$ cat config.mk
export PLATFORM = sky130hd
export DESIGN_NAME = mersenne_candidate_sequencer
export DESIGN_NICKNAME = d
export VERILOG_FILES = /design/src/rtl/mersenne_pkg.sv /design/src/rtl/mersenne_candidate_sequencer.sv
export SDC_FILE = /design/constraint.sdc
export NUM_CORES = 1
export LEC_CHECK = 0
export ABC_AREA = 1
export ABC_CLOCK_PERIOD_IN_PS = 2900
export BUFFER_PORTS_ARGS = -buffer_cell sky130_fd_sc_hd__buf_2
export CORE_MARGIN = 3
export CORE_UTILIZATION = 57
export CTS_CLUSTER_DIAMETER = 200
export DETAILED_ROUTE_END_ITERATION = 8
export GPL_ROUTABILITY_DRIVEN = 0
export GPL_TIMING_DRIVEN = 0
export PLACE_DENSITY_LB_ADDON = 0.08
export SYNTH_ARGS = -nofsm -noshare
export SYNTH_HDL_FRONTEND = slang
export SYNTH_SLANG_ARGS = --single-unit
$ cat constraint.sdc
create_clock -name sys_clk -period 2.9 [get_ports sys_clk]
set_input_delay 0.145 -clock sys_clk [delete_from_list [all_inputs] [get_ports sys_clk]]
set_output_delay 0.145 -clock sys_clk [all_outputs]
set_load 0.02 [all_outputs]
$ cat src/rtl/mersenne_pkg.sv
// rtl/mersenne_pkg.sv - shared state encoding and candidate residue filter
package mersenne_pkg;

  typedef enum logic [2:0] {
    IDLE   = 3'd0,
    FILTER = 3'd1,
    ISSUE  = 3'd2,
    WAIT   = 3'd3,
    FINISH = 3'd4
  } state_e;

  // Any prime factor of 2^p-1 is congruent to +1 or -1 mod 8.
  localparam logic [2:0] RESIDUE_POS = 3'd1;
  localparam logic [2:0] RESIDUE_NEG = 3'd7;

  function automatic logic is_candidate(input logic [2:0] d_lo);
    return (d_lo == RESIDUE_POS) || (d_lo == RESIDUE_NEG);
  endfunction

endpackage

$ cat src/rtl/mersenne_candidate_sequencer.sv
// rtl/mersenne_candidate_sequencer.sv - walks d = 2kp+1 and issues survivors to the trial-division core
module mersenne_candidate_sequencer
  import mersenne_pkg::*;
#(
  parameter int WIDTH  = 32,
  parameter int KWIDTH = 32
) (
  input  logic              sys_clk,
  input  logic              sys_rst,
  input  logic              search_start,
  input  logic [WIDTH-1:0]  p_in,
  input  logic [KWIDTH-1:0] k_max_in,
  output logic              busy,
  output logic              cand_start,
  output logic [WIDTH-1:0]  cand_p,
  output logic [WIDTH-1:0]  cand_d,
  input  logic              cand_divides,
  input  logic              cand_finished,
  output logic              done,
  output logic              found,
  output logic              overflow,
  output logic [WIDTH-1:0]  factor,
  output logic [KWIDTH-1:0] k_found,
  output logic [KWIDTH-1:0] tested
);

  localparam logic [2:0] S_IDLE   = IDLE;
  localparam logic [2:0] S_FILTER = FILTER;
  localparam logic [2:0] S_ISSUE  = ISSUE;
  localparam logic [2:0] S_WAIT   = WAIT;
  localparam logic [2:0] S_FINISH = FINISH;

  logic [2:0]        state;
  logic [KWIDTH-1:0] k_max_q;
  logic [KWIDTH-1:0] k_q;
  // Two guard bits above WIDTH so that d + 2p can never wrap before overflow is seen.
  logic [WIDTH+1:0]  d_q;
  logic [WIDTH+1:0]  two_p;
  logic              d_ovf;

  assign two_p      = {1'b0, cand_p, 1'b0};
  assign d_ovf      = |d_q[WIDTH+1:WIDTH];
  assign cand_start = (state == S_ISSUE);

  always_ff @(posedge sys_clk) begin
    if (sys_rst) begin
      state    <= S_IDLE;
      cand_p   <= '0;
      k_max_q  <= '0;
      k_q      <= '0;
      d_q      <= '0;
      cand_d   <= '0;
      busy     <= 1'b0;
      done     <= 1'b0;
      found    <= 1'b0;
      overflow <= 1'b0;
      factor   <= '0;
      k_found  <= '0;
      tested   <= '0;
    end else begin
      case (state)
        S_IDLE: begin
          if (search_start) begin
            cand_p   <= p_in;
            k_max_q  <= k_max_in;
            d_q      <= {1'b0, p_in, 1'b1};
            k_q      <= KWIDTH'(1);
            busy     <= 1'b1;
            done     <= 1'b0;
            found    <= 1'b0;
            overflow <= 1'b0;
            factor   <= '0;
            k_found  <= '0;
            tested   <= '0;
            if ((p_in[WIDTH-1:1] == '0) || (k_max_in == '0))
              state <= S_FINISH;
            else
              state <= S_FILTER;
          end
        end

        S_FILTER: begin
          if (d_ovf) begin
            overflow <= 1'b1;
            state    <= S_FINISH;
          end else if (k_q > k_max_q) begin
            state <= S_FINISH;
          end else if (is_candidate(d_q[2:0])) begin
            cand_d <= d_q[WIDTH-1:0];
            state  <= S_ISSUE;
          end else begin
            d_q <= d_q + two_p;
            k_q <= k_q + KWIDTH'(1);
          end
        end

        // A finished strobe coincident with the start pulse belongs to no issued candidate.
        S_ISSUE: state <= S_WAIT;

        S_WAIT: begin
          if (cand_finished) begin
            tested <= tested + KWIDTH'(1);
            if (cand_divides) begin
              found   <= 1'b1;
              factor  <= d_q[WIDTH-1:0];
              k_found <= k_q;
              state   <= S_FINISH;
            end else begin
              d_q   <= d_q + two_p;
              k_q   <= k_q + KWIDTH'(1);
              state <= S_FILTER;
            end
          end
        end

        S_FINISH: begin
          busy  <= 1'b0;
          done  <= 1'b1;
          state <= S_IDLE;
        end

        default: state <= S_IDLE;
      endcase
    end
  end

endmodule

* Word-level counts from Yosys, hierarchy flattened
Cells that the tools add are included.
** Word-level totals
- Memories :: 0
- Word-level logic and storage cells :: 92
- Bits in latches :: 0
- ROM bits :: 0
- Bits in writable memories :: 0
- Register bits after elaboration :: 265
** Cells by class
- Mux-type cells :: 40
- Equal/unequal tests :: 15
- $mul :: 0
- Div/mod/pow operators :: 0
- Add/subtract/negate cells :: 3
- $lt $le $gt $ge :: 1
- Shift-type cells :: 0
- Reduce and logical (&&, ||, !) cells :: 18
- Bitwise operators :: 2
** Operators with widths (number)
- $mux W32 :: 12
- $mux W34 :: 6
- $pmux W32 S2 :: 3
- $pmux W34 S3 :: 1
- $pmux W32 S3 :: 1
- $add A32 B1 Y32 const B :: 2
- $add A34 B33 Y34 :: 1
- $gt A32 B32 Y1 :: 1
- $logic_not A32 Y1 :: 1
- $logic_not A31 Y1 :: 1
- $mux W3 :: 7
- $ne A2 B2 Y1 const B :: 8
- $pmux W3 S4 :: 1
- $reduce_and A3 Y1 :: 3
- $pmux W1 S2 :: 4
- $reduce_and A4 Y1 :: 2
- $reduce_and A7 Y1 :: 1
- $eq A3 B1 Y1 const B :: 2
- $eq A3 B2 Y1 const B :: 2
- $eq A3 B3 Y1 const B :: 2
- $reduce_bool A2 Y1 :: 3
- $mux W1 :: 5
- $ne A4 B4 Y1 const B :: 1
- $reduce_and A2 Y1 :: 2
- other kinds (5) :: 7

* Logic depth before layout (Yosys ltp)
Gate-level depths: netlist of run 1.
- Depth in word-level cells :: 6
- Mapped depth :: 20

* Least setup slack after synthesis of run 1
No wires, ideal clock.
- Path kind :: register to register
- Start :: register cand_p[0]
- End :: register d_q[15]
- Arrival time :: 2.023 ns
- Required time :: 2.787 ns
- Stages on the path, launching flop included :: 14
- Path slack :: 0.764 ns
- Cell sequence :: dfxtp_1 -> ha_1 -> fa_1 -> nand3_1 -> nand2_1 -> nand3_1 -> nand2_1 -> nand3_1 -> nand2_1 -> or2_2 -> nand3_1 -> nand2_1 -> nor2_1 -> nor2_1
** Between the ends
- Word-level cells in the longest chain between the ends :: 5
- Elaborated cells between the ends (all ways) :: 7
- Those cells by class :: add/sub (1); mux (6)
** Ends and longest elaborated chain
- from (decl) :: line mersenne_candidate_sequencer.sv:15 : output logic [WIDTH-1:0] cand_p,
- from (signal assigned) :: line mersenne_candidate_sequencer.sv:64 : cand_p <= p_in;
- $add A34 B33 Y34 (*) :: line mersenne_candidate_sequencer.sv:92, mersenne_candidate_sequencer.sv:109
- $mux W34 :: line mersenne_candidate_sequencer.sv:88 : end else if (is_candidate(d_q[2:0])) begin
- $mux W34 :: line mersenne_candidate_sequencer.sv:86 : end else if (k_q > k_max_q) begin
- $mux W34 :: line mersenne_candidate_sequencer.sv:83 : if (d_ovf) begin
- $pmux W34 S3 (*) :: line mersenne_candidate_sequencer.sv:61 : case (state)
- to (signal assigned) :: line mersenne_candidate_sequencer.sv:66 : d_q <= {1'b0, p_in, 1'b1};
- to (signal assigned) :: line mersenne_candidate_sequencer.sv:92 : d_q <= d_q + two_p;
- to (signal assigned) :: line mersenne_candidate_sequencer.sv:109 : d_q <= d_q + two_p;
- to (decl) :: line mersenne_candidate_sequencer.sv:37 : logic [WIDTH+1:0] d_q;
Mark *: on every way between the ends. The rest lies on a longest branch, timed or not. The select of a mux whose other input is x is not followed.
A chain may end at the register's enable or synchronous reset.

* Worst setup path after layout of run 1
- Start :: register k_q[11]
- End :: register cand_d[3]
** Between the ends
- Word-level cells in the longest chain between the ends :: 3
** Ends and longest elaborated chain
- from (decl) :: line mersenne_candidate_sequencer.sv:35 : logic [KWIDTH-1:0] k_q;
- from (signal assigned) :: line mersenne_candidate_sequencer.sv:93 : k_q <= k_q + KWIDTH'(1);
- from (signal assigned) :: line mersenne_candidate_sequencer.sv:110 : k_q <= k_q + KWIDTH'(1);
- $gt A32 B32 Y1 :: line mersenne_candidate_sequencer.sv:86
- $not A1 Y1 (no source line)
- $reduce_and A4 Y1 (no source line)
- to (signal assigned) :: line mersenne_candidate_sequencer.sv:89 : cand_d <= d_q[WIDTH-1:0];
- to (decl) :: line mersenne_candidate_sequencer.sv:16 : output logic [WIDTH-1:0] cand_d,
No other way between the ends.

==> results of run 1 <==
-- cell families (layout without fill, tap and decap cells) --
| logic type | Yosys count | after routing | synth area share (%) |
|---|---|---|---|
| AO/OA/AOI/OAI | 455 | 455 | 16.7 |
| adder cells (fa/ha/maj) | 67 | 67 | 6.00 |
| flip-flops | 265 | 265 | 37.6 |
| XOR/XNOR | 19 | 19 | 1.18 |
| buffers and inverters | 287 | 635 | 7.80 |
| AND/OR/NAND/NOR | 1032 | 1032 | 30.7 |
-- per-stage QoR --
stage / cells / setup slack, ps / TNS [ps] / instance area, µm²
finish: 2792 / 145 / 0 / 17300
floorplan: 2125 / 764 / 0 / 14100
global placement: 2675 / -389 / -6070 / 15700
CTS: 2792 / 29.2 / 0 / 17300
detailed placement: 2675 / -422 / -7770 / 15700
global route: 2792 / 13.7 / 0 / 17300
-- layout make-up --
class	count	area share, %
inverter	195	4.22
tap	319	2.30
buffer	92	2.29
clock buffer	38	4.55
multi-input combinational	1573	44.5
clock inverter	13	1.04
timing repair buffer	297	10.5
sequential	265	30.6
-- metal layers --
metal / part of all wire (%) / wire length [µm] / global-route usage (%) / vias up
met5: 0.027 / 13 / 0 / -
met4: 4.0 / 1950 / 12.8 / 2
met3: 12 / 5830 / 5.40 / 166
met2: 43 / 21100 / 55.5 / 990
met1: 41 / 19900 / 48.8 / 7311
li1: - / - / - / 7670
-- report_power, final --
| group | switching, mW | total (mW) | internal, mW |
|---|---|---|---|
| sequential | 0.499 | 4.68 | 4.18 |
| combinational | 3.87 | 5.52 | 1.65 |
| clock | 1.54 | 3.80 | 2.26 |
| total | 5.90 | 14.0 | 8.10 |
-- flip-flops by register name, indices dropped and copies added (netlist names), 3 cells and up --
signal,count
d_q,34
state,3
cand_d,32
cand_p,32
factor,32
k_q,32
k_found,32
tested,32
k_max_q,32
-- repair_timing --
| item | in CTS | in global routing |
|---|---|---|
| buffers inserted | 0 | 0 |
| endpoints found under the setup margin | 42 | 52 |
| hold buffers | 66 | 0 |
| endpoints found under the hold margin | 92 | 0 |
| pin swaps | 1 | 3 |
| gates resized for setup | 8 | 24 |
-- worst min-delay path, delay by kind of cell --
family          cells  cell delay, ps
compound gates      1             170
buf+inv             2             430
-- worst min-delay path by stage --
stage	start	to
after floorplan	cand_finished	tested[1]
after global placement	cand_d[1]	cand_d[1]
after detailed placement	cand_d[1]	cand_d[1]
after CTS	search_start	cand_p[23]
after global routing	search_start	cand_p[22]
final	sys_rst	k_found[4]
-- synth_stat cells, types with 2 or more instances --
cell      count  area (µm²)
a21oi_1     294        1470
or2_2         5        31.3
a211oi_1      2        15.0
nand2_2       4        25.0
nor4_1       19         119
nand3_1      89         445
dfxtp_1     265        5310
clkbuf_1     70         263
and3_1        2        12.5
a21o_1        3        22.5
xnor2_1       7        61.3
nor2_1      224         841
nor2_4        3        33.8
xor2_1       12         105
o21bai_1      5        37.5
inv_1       194         728
ha_1         66         826
nand4_1      49         307
nor3_1       44         220
o21ai_0     134         671
nand2_1     579        2170
o21a_1       13        97.6
nand3b_1      8        60.1
buf_1         6        22.5
buf_2        15        75.1
o21ai_1       2        10.0
==> run_results.csv, run 1 <==
group,metric,value,unit
floorplanning,row_count,56,
setup_path,critPathCapture,"cand_d[3]",
setup_path,cp_top_family,"simple AND/OR/NAND/NOR gates",
floorplanning,core,0.0239,mm²
setup_path,cp_data_arrival_time,3210,ps
drt,via_per_inst,5.78,
timing,fin_skew,19.4,ps
setup_path,path_buf_inv,2,
timing,min_period_over_period,95.0,%
floorplanning,die_h,163,µm
clock_tree,clock_sinks,265,
timing,max_freq,363,MHz
placement,dpl.hpwl,36100,µm
logic_synthesis,ys_seq_area_share,37.6,%
setup_path,reg2reg_to,"cand_d[3]",
logic_synthesis,ys_types,37,
setup_path,path_cells,"ha_1 > a21oi_1 > nand2_1 > a21oi_1 > nand2_1 > nand2_1 > nand2_1 > nand2_2 > nand2_1 > nor2_4 > buf_6 > inv_1 > nor2_1 > nor2_1",
timing,tightest_slew,897,ps
clock_tree,cts_max_level,1,
clock_tree,clock_latency,560,ps
power,finalPower,14.0,mW
timing,rsz0062_at_grt,"false",
drt,routed_wl,48900,µm
final_layout,syn2layout_area_growth,23.0,%
final_layout,antennaDiodeCount,0,
clock_tree,cts_made_buffers,29,
logic_synthesis,synthFlopType,"dfxtp_1",
final_layout,final_core_util,72.6,%
floorplanning,initial_core_util,59.0,%
logic_synthesis,syn_area,0.0141,mm²
grt,grt_max_degree,15,
grt,grt.total_usage,35.1,%
timing,period_needed,2760,ps
logic_synthesis,async_flop_share,0,%
power,max-vdd-ir-drop,687,µV
final_layout,multi_input_area,0.00772,mm²
timing,slew_violations,0,
final_layout,drive_above_1_share,13.1,%
grt,antenna_found_initial,1,
setup_path,cp-end-kind,"flop",
logic_synthesis,synth-warning-count,0,
worst_hold_path,hold_depth,3,
logic_synthesis,ys_ff_latch,265,
job,maxCapViolCount,0,
placement,numPortBuffers,231,
timing,relSlewSlack,39.8,%
logic_synthesis,syn_area_per_cell,6.64,µm²
setup_path,startpoint,"k_q[11]",
setup_path,max_stage_delay,580,ps
setup_path,r2r_start,"k_q[11]",
floorplanning,fp.dieW,163,µm
setup_path,crit_type,"reg -> reg",
setup_path,r2r_slack,140,ps
logic_synthesis,synth_nets,2261,
drt,wl_per_cell,17.5,µm
final_layout,nNetsFinal,2589,
setup_path,path_max_fanout,10,
setup_path,crit_top_cell,"nand2_1",
setup_path,cp.required,3350,ps
worst_hold_path,hp-class,"in -> reg",
clock_tree,clkSlewWorstSetupHoldPaths,70,ps
setup_path,path_depth,14,
clock_tree,clock_tree.root_cell,"clkbuf_16",
clock_tree,cts_buffer_depth,3,
drt,vias,16100,
setup_path,cp-start-kind,"flop",
drt,route.detailed.drc,0,
drt,ant_nets,0,
final_layout,num-fill-cells,2053,
power,leakagePower,7.72,nW
timing,setup_viol,0,
drt,drt_iter0_drc,1932,
final_layout,final_common_cell,"nand2_1",
setup_path,r2r_cells,14,
timing,holdWs,232,ps
drt,drtPass1Iterations,6,
clock_tree,tritoncts,"built",
status,run_status,"completed",
logic_synthesis,syn_inst,2125,
grt,grt_overflow,0,
grt,grt_pass1_wl,75700,µm
floorplanning,num_io_pins,234,
power,powerDensity,807,mW/mm²
floorplanning,die_area,0.0267,mm²
logic_synthesis,synth-edff-count,0,
final_layout,area.sequential,0.00531,mm²
timing,finalHoldViolations,0,
grt,grt_pass1_vias,14800,
setup_path,cp_slowest_cell,"dfxtp_1",
final_layout,layout_common_cells,"577 x nand2_1, 294 x a21oi_1, 264 x dfxtp_1",
(Power assumes the default switching activity.)
==> run 2, diff against run 1 <==
- PLACE_DENSITY_LB_ADDON: 0.08 -> 0.3
==> run 2 against run 1 <==
Compared with the run above: largest cell class unchanged; non-clock buffer count unchanged; critical endpoint is now cand_d[26]; power down 0.55%; maximum frequency down 2.7%; clock power down 2%; cell area down 0.35%; die area unchanged.
==> run_results.csv, run 2 (same netlist as run 1, synthesis figures left out) <==
group,metric,value,unit
timing,setup_viol,0,
timing,rsz0062_at_grt,"false",
clock_tree,clkSlewWorstSetupHoldPaths,60,ps
drt,wl_per_cell,17.7,µm
job,maxCapViolCount,0,
final_layout,largest_reg_flops,34,
setup_path,critPathCapture,"cand_d[26]",
setup_path,cp.required,3350,ps
clock_tree,clock_tree.root_cell,"clkbuf_16",
setup_path,cp-start-kind,"flop",
floorplanning,die_area,0.0267,mm²
final_layout,final_common_cell,"nand2_1",
timing,period_needed,2830,ps
setup_path,r2r_slack,70,ps
floorplanning,core,0.0239,mm²
power,leakagePower,7.71,nW
setup_path,path_max_fanout,10,
clock_tree,cts_buffer_depth,3,
final_layout,final_core_util,72.3,%
floorplanning,initial_core_util,59.0,%
clock_tree,clock_latency,550,ps
floorplanning,fp.dieW,163,µm
placement,dpl.hpwl,36000,µm
clock_tree,tritoncts,"built",
drt,vias,16300,
grt,grtUsageMet1,46.9,%
grt,antenna_found_initial,1,
power,powerDensity,806,mW/mm²
grt,use_met2,57.1,%
grt,grt_pass1_wl,76400,µm
status,run_status,"completed",
floorplanning,die_h,163,µm
timing,slew_violations,0,
setup_path,reg2reg_to,"cand_d[26]",
setup_path,r2r_cells,12,
placement,numPortBuffers,231,
timing,fin_setup_tns,0,ps
final_layout,layout_common_cells,"578 x nand2_1, 294 x a21oi_1, 265 x dfxtp_1",
drt,drt_iter0_drc,2201,
grt,grtUsageMet3,6.42,%
drt,routed_wl,49400,µm
floorplanning,num_io_pins,234,
grt,grt_overflow,0,
timing,fin_skew,11.8,ps
grt,grt_pass1_vias,15100,
drt,drtPass1Iterations,6,
final_layout,drive_above_1_share,13.0,%
final_layout,syn2layout_area_growth,22.6,%
drt,route.detailed.drc,0,
setup_path,startpoint,"k_q[23]",
clock_tree,cts_made_buffers,27,
drt,ant_nets,0,
timing,max_freq,353,MHz
timing,min_period_over_period,97.7,%
setup_path,r2r_start,"k_q[23]",
grt,grt.total_usage,35.3,%
grt,top_usage_layer,"met2",
setup_path,cp_data_arrival_time,3280,ps
drt,via_per_inst,5.85,
clock_tree,cts_max_level,1,
power,finalPower,13.9,mW
final_layout,regMostFlops,"d_q",
floorplanning,row_count,56,
timing,finalHoldViolations,0,
setup_path,cp-end-kind,"flop",
timing,relSlewSlack,39.0,%
timing,tightest_slew,909,ps
worst_hold_path,hp-class,"in -> reg",
clock_tree,clock_sinks,265,
power,max-vdd-ir-drop,459,µV
setup_path,crit_type,"reg -> reg",
final_layout,nNetsFinal,2587,
grt,grt_max_degree,16,
[run 2: cell types whose count changed in the layout (fill, tap and decap cells not counted), moves of 2 or more]
| cell | delta |
|---|---|
| buf_6 | -3 |
| clkinv_4 | +2 |
| buf_2 | +3 |
| clkbuf_16 | -2 |
| clkbuf_8 | +2 |
| clkbuf_1 | -3 |
[run 2: per-stage QoR]
stage / setup slack, ps / cell area (µm²) / hold slack [ps] / std cells
global placement: -346 / 15700 / 431 / 2675
floorplan: 764 / 14100 / 310 / 2125
detailed placement: -379 / 15700 / 435 / 2675
finish: 67.4 / 17300 / 218 / 2790
CTS: 44.7 / 17300 / 154 / 2789
global route: 0.756 / 17300 / 191 / 2789
[run 2: final cells by class]
| cell class | instances | area [µm²] |
|---|---|---|
| clock buffer | 35 | 756 |
| inverter | 195 | 732 |
| multi-input combinational | 1573 | 7710 |
| timing repair buffer | 297 | 1820 |
| buffer | 92 | 379 |
| sequential | 265 | 5310 |
| fill | 1995 | 6610 |
| tap | 319 | 399 |
| clock inverter | 13 | 184 |
| antenna | 1 | 2.50 |
[run 2: routing by layer]
metal,share of wire (%),up-vias
met2,44,1059
met3,12,183
met4,4.5,2
li1,-,7637
met1,40,7452
met5,0.022,-
[run 2: what timing repair did]
action                                 in CTS  in global routing
setup endpoints to repair                  32                 50
hold buffers                               66                  0
resized for setup                           6                 12
setup buffers                               0                  0
endpoints found under the hold margin      85                  0
[run 2: how the worst min path moves through the flow]
| stage | startpoint | end | slack [ps] | cells past startpoint |
|---|---|---|---|---|
| finish | search_start | cand_p[23] | 220 | 3 |
| global route | search_start | cand_p[23] | 190 | 3 |
| CTS | search_start | cand_p[31] | 150 | 3 |
| detailed placement | cand_d[1] | cand_d[1] | 440 | 2 |
| global placement | cand_d[1] | cand_d[1] | 430 | 2 |
| floorplan | cand_finished | tested[1] | 310 | 2 |
[run 2: critical path, cell delays in order (launching register included)]
cell	delay, ps
dfxtp_1	400
ha_1	330
nand2_1	80
nor2_1	160
nand4_1	150
nor2_2	230
nand4_1	240
nand2_1	190
nand2_1	130
nor2_4	240
buf_2	250
o21ai_0	100
a21oi_1	230
[run 2: report_power, final]
group / internal (mW) / switching (mW)
registers: 4.18 / 0.507
logic: 1.65 / 3.88
clock network: 2.19 / 1.51
total: 8.02 / 5.90
